**src/rtl/icevga_pkg.sv**
```systemverilog
// icevga_pkg: VRAM bus widths, host write entry layout and host read
// FSM state encoding shared by the VRAM arbiter files.
package icevga_pkg;

    localparam int VRAM_ADDR_W = 13;
    localparam int VRAM_DATA_W = 8;

    typedef enum logic [1:0] {
        IDLE,
        ISSUED,
        DATA
    } rd_state_t;

    typedef struct packed {
        logic [VRAM_ADDR_W-1:0] addr;
        logic [VRAM_DATA_W-1:0] data;
    } wr_entry_t;

endpackage

```
**src/rtl/host_wr_fifo.sv**
```systemverilog
// host_wr_fifo: small FIFO of host VRAM writes (address+data entries).
// A push into a full FIFO is still accepted when the same cycle pops.
module host_wr_fifo
    import icevga_pkg::*;
#(
    parameter int DEPTH = 4
) (
    input  logic      clk,
    input  logic      nrst,
    input  logic      push,
    input  logic      pop,
    input  wr_entry_t din,
    output wr_entry_t head,
    output logic      full,
    output logic      empty
);

    localparam int AW = $clog2(DEPTH);

    logic [AW:0] wr_ptr;
    logic [AW:0] rd_ptr;
    logic        do_push;
    logic        do_pop;
    wr_entry_t   mem [DEPTH];

    assign do_pop  = pop && !empty;
    assign do_push = push && (!full || do_pop);

    // Extra top bit tells a full FIFO from an empty one at equal indices
    assign empty = (wr_ptr == rd_ptr);
    assign full  = (wr_ptr[AW] != rd_ptr[AW]) &&
                   (wr_ptr[AW-1:0] == rd_ptr[AW-1:0]);
    assign head  = mem[rd_ptr[AW-1:0]];

    always_ff @(posedge clk or negedge nrst) begin
        if (!nrst) begin
            wr_ptr <= '0;
            rd_ptr <= '0;
        end else begin
            if (do_push)
                wr_ptr <= wr_ptr + (AW+1)'(1);
            if (do_pop)
                rd_ptr <= rd_ptr + (AW+1)'(1);
        end
    end

    always_ff @(posedge clk) begin
        if (do_push)
            mem[wr_ptr[AW-1:0]] <= din;
    end

endmodule

```
**src/rtl/vram_arbiter.sv**
```systemverilog
// vram_arbiter: single-port VRAM scheduler, display first, host fills gaps.
// Define VRAM_ARB_HOSTREAD_EN to compile in the host read path and FSM.
module vram_arbiter
    import icevga_pkg::*;
#(
    parameter int FIFO_DEPTH = 4
) (
    input  logic                   clk,
    input  logic                   nrst,
    input  logic                   dispReq,
    input  logic [VRAM_ADDR_W-1:0] dispAddr,
    output logic [VRAM_DATA_W-1:0] dispData,
    output logic                   dispValid,
    input  logic                   hostWr,
    input  logic [VRAM_ADDR_W-1:0] hostWrAddr,
    input  logic [VRAM_DATA_W-1:0] hostWrData,
    output logic                   hostWrFull,
    output logic                   hostOverflow,
    input  logic                   hostRdReq,
    input  logic [VRAM_ADDR_W-1:0] hostRdAddr,
    output logic [VRAM_DATA_W-1:0] hostRdData,
    output logic                   hostRdValid,
    output logic [VRAM_ADDR_W-1:0] memAddr,
    output logic [VRAM_DATA_W-1:0] memWrData,
    output logic                   memWr,
    input  logic [VRAM_DATA_W-1:0] memRdData
);

    wr_entry_t fifo_din;
    wr_entry_t fifo_head;
    logic      fifo_full;
    logic      fifo_empty;
    logic      rd_grant;
    logic      wr_grant;
    logic      overflow_hit;
    logic      disp_p1;

    assign fifo_din = '{addr: hostWrAddr, data: hostWrData};

    host_wr_fifo #(
        .DEPTH (FIFO_DEPTH)
    ) u_fifo (
        .clk   (clk),
        .nrst  (nrst),
        .push  (hostWr),
        .pop   (wr_grant),
        .din   (fifo_din),
        .head  (fifo_head),
        .full  (fifo_full),
        .empty (fifo_empty)
    );

    // rd_grant already excludes display cycles, so grants are one-hot
    assign wr_grant     = !dispReq && !rd_grant && !fifo_empty;
    assign overflow_hit = hostWr && fifo_full && !wr_grant;
    assign hostWrFull   = fifo_full;

`ifdef VRAM_ARB_HOSTREAD_EN
    rd_state_t state;
    rd_state_t state_next;
    logic      rd_pending;
    logic      rd_capture;

    // Writes drain before a read so the read sees every earlier write
    assign rd_pending = hostRdReq && !hostRdValid && fifo_empty;

    always_ff @(posedge clk or negedge nrst) begin
        if (!nrst)
            state <= IDLE;
        else
            state <= state_next;
    end

    always_comb begin
        state_next = state;
        unique case (state)
            IDLE:    if (!dispReq && rd_pending) state_next = ISSUED;
            ISSUED:  state_next = DATA;
            DATA:    state_next = IDLE;
            default: state_next = IDLE;
        endcase
    end

    always_comb begin
        rd_grant   = 1'b0;
        rd_capture = 1'b0;
        unique case (state)
            IDLE:    rd_grant = !dispReq && rd_pending;
            ISSUED:  rd_grant = 1'b0;
            DATA:    rd_capture = 1'b1;
            default: rd_capture = 1'b0;
        endcase
    end

    always_ff @(posedge clk or negedge nrst) begin
        if (!nrst) begin
            hostRdData  <= '0;
            hostRdValid <= 1'b0;
        end else begin
            hostRdValid <= rd_capture;
            if (rd_capture)
                hostRdData <= memRdData;
        end
    end
`else
    logic unused_rd;

    assign unused_rd   = ^{hostRdReq, hostRdAddr};
    assign rd_grant    = 1'b0;
    assign hostRdData  = '0;
    assign hostRdValid = 1'b0;
`endif

    always_ff @(posedge clk or negedge nrst) begin
        if (!nrst) begin
            memAddr      <= '0;
            memWrData    <= '0;
            memWr        <= 1'b0;
            disp_p1      <= 1'b0;
            dispValid    <= 1'b0;
            hostOverflow <= 1'b0;
        end else begin
            memWr     <= wr_grant;
            disp_p1   <= dispReq;
            dispValid <= disp_p1;
            if (overflow_hit)
                hostOverflow <= 1'b1;
            unique case (1'b1)
                dispReq:  memAddr <= dispAddr;
                rd_grant: memAddr <= hostRdAddr;
                wr_grant: begin
                    memAddr   <= fifo_head.addr;
                    memWrData <= fifo_head.data;
                end
                default: memAddr <= memAddr;
            endcase
        end
    end

    // VRAM returns the fetched byte in exactly the dispValid cycle
    assign dispData = dispValid ? memRdData : '0;

endmodule

```
**config.mk**
```make
export PLATFORM = sky130hd
export DESIGN_NAME = vram_arbiter
export DESIGN_NICKNAME = d
export VERILOG_FILES = /design/src/rtl/icevga_pkg.sv /design/src/rtl/host_wr_fifo.sv /design/src/rtl/vram_arbiter.sv
export SDC_FILE = /design/constraint.sdc
export NUM_CORES = 1
export LEC_CHECK = 0
export BUFFER_PORTS_ARGS = -buffer_cell sky130_fd_sc_hd__buf_2
export CELL_PAD_IN_SITES_DETAIL_PLACEMENT = 1
export CELL_PAD_IN_SITES_GLOBAL_PLACEMENT = 1
export CORE_MARGIN = 1.5
export CORE_UTILIZATION = 30
export CTS_BUF_LIST = sky130_fd_sc_hd__clkbuf_8 sky130_fd_sc_hd__clkbuf_16
export CTS_CLUSTER_SIZE = 12
export DETAILED_ROUTE_END_ITERATION = 8
export GPL_ROUTABILITY_DRIVEN = 0
export GPL_TIMING_DRIVEN = 1
export PLACE_DENSITY_LB_ADDON = 0.2
export SYNTH_ARGS = -nofsm -noshare
export SYNTH_HDL_FRONTEND = slang
export SYNTH_SLANG_ARGS = --single-unit
export TNS_END_PERCENT = 20
```
**constraint.sdc**
```tcl
create_clock -name clk -period 6.2 [get_ports clk]
set_input_delay 1.24 -clock clk [delete_from_list [all_inputs] [get_ports clk]]
set_output_delay 1.24 -clock clk [all_outputs]
set_load 0.005 [all_outputs]
```
### Yosys cells after proc, flatten, opt, wreduce, memory -nomap -nowiden

Memories as Yosys holds them, arrays and structs flattened.
Cells that the tools add are included.

* output and inout bits: 42
* memories kept: 1
* register bits after elaboration: 31
* input port bits: 60
* RAM bits: 84
* word-level logic and storage cells: 30

Memory list
* u_fifo.mem: depth 4, bits a word 21, rd ports 1, clocked after memory_dff 0, wr ports 1, line host_wr_fifo.sv:24 `wr_entry_t mem [DEPTH];`

* eq/ne operators: 3
* mux-type cells: 4
* add/sub/neg operators: 2
* reductions and logical operators: 12

Operator list (number)
* 13-bit case mux with 2 select lines: 1
* 8-bit 2-to-1 mux: 1
* 3-bit by 1-bit adder with 3-bit output (second input constant): 2
* 1-bit logical AND: 6
* 1-bit logical NOT: 4
* 3-bit equality test: 1
* 2-bit equality test: 1
* 1-bit 2-to-1 mux: 2
* 2-bit nonzero test: 1
* 1-bit logical OR: 1
* 1-bit != test: 1

### Longest topological paths before layout

* depth after elaboration: 8
* gate-level depth with buffers: 5
* depth with buffers taken out: 4

### Hierarchy

A second synthesis with hierarchy kept.

* cells, all modules: 254
* area, all modules: 4621.9 um^2

By module, submodules not included
* host_wr_fifo: instances 1, seq. area each 2672.6 um^2, area each 3465.8 um^2, cells each 156
* vram_arbiter: instances 1, seq. area each 625.6 um^2, area each 1156.1 um^2, cells each 98

### Least setup slack after synthesis

OpenSTA, ideal clock, no wires.

* kind: input port to output port
* start: in memRdData[0]
* end: out dispData[0]
* buffers on the path: 0
* stages on the path: 1
* required time: 4960 ps
* data arrival time: 1383 ps
* setup slack: 3577 ps
* path through: and2_1

* longest elaborated chain between the ends: 1

Ends and longest elaborated chain
* start, declared: line vram_arbiter.sv:26 `input logic [VRAM_DATA_W-1:0] memRdData`
* 8-bit 2-to-1 mux: line vram_arbiter.sv:141 `assign dispData = dispValid ? memRdData : '0;`
* end, declared: line vram_arbiter.sv:12 `output logic [VRAM_DATA_W-1:0] dispData,`

No other way between the ends.

### Worst setup path in the final report

* start: reg u_fifo.rd_ptr[0]
* end: out hostWrFull

* longest elaborated chain between the ends: 2

Ends and longest elaborated chain
* start, declared: line host_wr_fifo.sv:21 `logic [AW:0] rd_ptr;`
* start signal, assigned: line host_wr_fifo.sv:43 `rd_ptr <= rd_ptr + (AW+1)'(1);`
* 2-bit equality test: line host_wr_fifo.sv:32 `(wr_ptr[AW-1:0] == rd_ptr[AW-1:0]);`
* 1-bit logical AND: line host_wr_fifo.sv:31 `assign full = (wr_ptr[AW] != rd_ptr[AW]) &&`
* end, declared: line vram_arbiter.sv:17 `output logic hostWrFull,`

No other way between the ends.

==> Implementation_results.wiki <==
{| class="wikitable"
! Metric !! Value
|-
| # Post-CTS Setup Buffers || 0
|-
| Count of input and output buffers || 78
|-
| Beginning of the worst register-to-register path || u_fifo.rd_ptr[0]
|-
| Vias after detailed routing || roughly 2600
|-
| Status || finished, final reports clean
|-
| Type of the most critical hold path || flip-flop to flip-flop
|-
| Worst setup path startpoint || u_fifo.rd_ptr[0]
|-
| Die Height || 129.1 microns
|-
| Clock buffers created by TritonCTS || 17
|-
| Largest delay contributor family on the critical path || flip-flops
|-
| Number of distinct library cell variants in the gate-level netlist after synthesis || 32
|-
| Count of cells along the worst hold path || 0
|-
| Final setup fails || 0
|-
| Post-synth top cells || sky130_fd_sc_hd__edfxtp_1, sky130_fd_sc_hd__dfrtp_1, sky130_fd_sc_hd__mux4_2
|-
| Largest stage delay on the critical path || between 0.9 and 1 ns
|-
| Met3 Usage GRT || 4.542%
|-
| Setup repair after global routing missed its margin || no
|-
| Top-count cell post-synth || sky130_fd_sc_hd__edfxtp_1
|-
| Fraction of met2 tracks used by global routing || 20.71%
|-
| Clock Sinks || 115
|-
| Met1 track demand over resource in global routing || 16.73%
|-
| Overflow after GRT || 0
|-
| Hold path start || disp_p1
|-
| Final min period || 3.796 ns
|-
| Hold Path Sink || dispValid
|-
| Sequential share of the synthesized area || 69.10%
|-
| Cell type with the highest aggregate area in the netlist || sky130_fd_sc_hd__edfxtp_1
|-
| Iter 0 DRT Violations || 95
|-
| Yosys Warn Count || 0
|-
| Via density || 4.521
|-
| DRC violation count after routing || 0
|-
| Upper clock frequency limit || 263.4 MHz
|-
| Final hold violations || 0
|-
| Number of enable-type register cells in the synthesized netlist || 84
|-
| Ordered cell list for the critical path || xor2_1, nor3_1, buf_2
|-
| Number of levels the H-tree was split into || 4
|-
| Pin count of the biggest net entering global routing || 33
|-
| Power per cell area || 516.0 nW/um^2
|-
| Horizontal die dimension || around 130 microns
|-
| Mean routed wirelength per cell || 17.52 microns
|-
| Starting utilization of the core area || 31.05%
|-
| Placed wire-length estimate || 6351 microns
|-
| Relative max-transition margin || 28.78%
|-
| Placeable core area || 15370 sq um
|-
| Final TNS setup || 0 ns
|-
| Number of top-level design ports || between 100 and 150
|-
| Detail Route Antenna Nets || 0
|-
| Transition time at the pin with the least slew margin || 1.065 ns
|-
| Worst setup SP type || flip-flop
|-
| R2R Setup Slk || 3.29 ns
|-
| Final period utilization || 61.23%
|-
| Overall power of the completed layout || just over 3 mW
|-
| Worst reg2reg path depth || 4
|-
| All-Layer GR Usage || 13.31%
|-
| Total wire length after detailed routing || 10060 microns
|-
| Sum of buffers and inverters on the critical path || 1
|-
| Router iterations before antenna repair || 4
|-
| Vias in the first global route || 2773
|-
| Capture instance of the worst register-to-register path || u_fifo.mem[2][13]
|-
| Commonest register cell after synthesis || sky130_fd_sc_hd__edfxtp_1
|-
| Number of placement rows || 45
|-
| Data required time at the worst endpoint || roughly 5 ns
|-
| Worst-path clk slew || 0.06 ns
|-
| Highest fanout seen on the critical path || 25
|-
| Number of standard cells after synthesis || 264
|-
| Average footprint of a synthesized cell || between 15 and 20 sq um
|-
| Largest cells by area after synthesis || sky130_fd_sc_hd__edfxtp_1, sky130_fd_sc_hd__dfrtp_1, sky130_fd_sc_hd__mux4_2
|-
| Worst path arrival time || 2.56 ns
|-
| Number of buffers on the longest clock path || 2
|-
| Critical Path Slowest Stage Cell || sky130_fd_sc_hd__dfrtp_2
|-
| Leakage power of the design || 2.177 nW
|-
| Fraction of registers with async set or reset after synthesis || 26.96%
|-
| Worst clock skew || ~0.014 ns
|-
| Type of element capturing the critical path || output pin
|-
| Synth Register Bits || about 120
|-
| Share of the synthesized area in the top cell type || 52.84%
|-
| Nets@finish || 414
|-
| Clock Tree Root || sky130_fd_sc_hd__clkbuf_16
|-
| Most Crowded Layer GR || met2
|-
| Total die area || 16680 sq um
|-
| Total of hold buffers inserted after clock tree synthesis || 0
|-
| Post-synth design cell area || 4773 sq um
|-
| Worst-Skew Late Latency || 0.42 ns
|-
| Antenna violations before repair || 1
|-
| Ratio of cells with drive above 1 in the final layout || roughly 40%
|-
| Max-slew violation total from the final report || 0
|-
| Maximum vdd drop || 0.3353 mV
|-
| TritonCTS clock tree || yes
|-
| Worst setup path category || flip-flop to output pin
|-
| Wire length of the first global-routing pass || 15760 microns
|-
| Area added between synthesis and finish || 23.77%
|-
| Maxcap violations || 0
|-
| Total of cells resized after clock tree synthesis || 0
|}
-- final cells by class --
cell class / instances / area [sq um]
repair buffers: 83 / 427.9
clock buffers: 17 / 425.4
clock inverters: 15 / 140.1
flip-flops and latches: 115 / 3299
multi-input cells: 128 / 1334
inverters: 4 / 15.01
fillers: 1583 / 9463
well taps: 211 / 264.0
diodes: 1 / 2.502
-- cell families (layout without fill, tap and decap cells) --
logic type	count (synthesis)	count (layout)	share of synthesized area, %
compound gates	45	45	7.104
simple gates	29	29	3.801
flops	115	115	69.10
other cells	1	10	0.07856
fa+ha+maj	5	5	1.311
buf+inv	29	119	3.591
mux	31	31	12.27
xor+xnor	9	9	2.752
-- cell usage in the layout (no fill, tap or decap), drive strengths merged, types with 2 or more instances in the layout --
cell type	synthesis	final
a21oi	13	13
a41oi	14	14
and2	13	13
buf	19	83
bufinv	0	2
clkbuf	6	17
clkinv	0	8
clkinvlp	0	3
conb	1	9
dfrtp	31	31
edfxtp	84	84
ha	5	5
inv	4	6
mux2	10	10
mux4	21	21
nor2b	13	13
o31ai	13	13
xnor2	4	4
xor2	5	5
-- routing by layer --
layer / wire, microns / part of all wire, %
met3: 750 / 7.5
met5: 0 / 0
met1: 4420 / 44
met2: 4735 / 47
met4: 152 / 1.5
-- through the flow --
step / instances / hold WS (ns) / cell area [sq um] / utilization (%) / setup slack [ns]
finish: 574 / 0.3467 / 5908 / 38.44 / 2.404
floorplan: 272 / 0.3312 / 4803 / - / 3.577
global route: 573 / 0.3526 / 5906 / 38.42 / 2.104
CTS: 573 / 0.3502 / 5906 / 38.42 / 2.278
detailed placement: 541 / 0.3389 / 5340 / 34.74 / 2.739
global placement: 541 / 0.3364 / 5340 / 34.74 / 2.780
-- how the worst max path moves through the flow --
| stage | endpoint | cells past startpoint |
|---|---|---|
| 3_5_place_dp | hostWrFull | 3 |
| 5_1_grt | hostWrFull | 3 |
| 2_1_floorplan | dispData[0] | 1 |
| 6_report | hostWrFull | 3 |
| 4_1_cts | hostWrFull | 3 |
| 3_3_place_gp | hostWrFull | 3 |
-- report_power, final --
group	internal (mW)	leakage [nW]	total, mW	switching, mW
sequential	1.06	1.13	1.20	0.141
clock	0.584	0.265	0.919	0.335
combinational	0.408	0.785	0.933	0.525
-- registers in the layout (all words and copies together), names as in the netlist --
signal         count
memWr              1
memWrData          8
hostOverflow       1
disp_p1            1
u_fifo.mem        84
u_fifo.wr_ptr      3
dispValid          1
memAddr           13
u_fifo.rd_ptr      3
No activity file was read; power rests on OpenSTA's default activity.
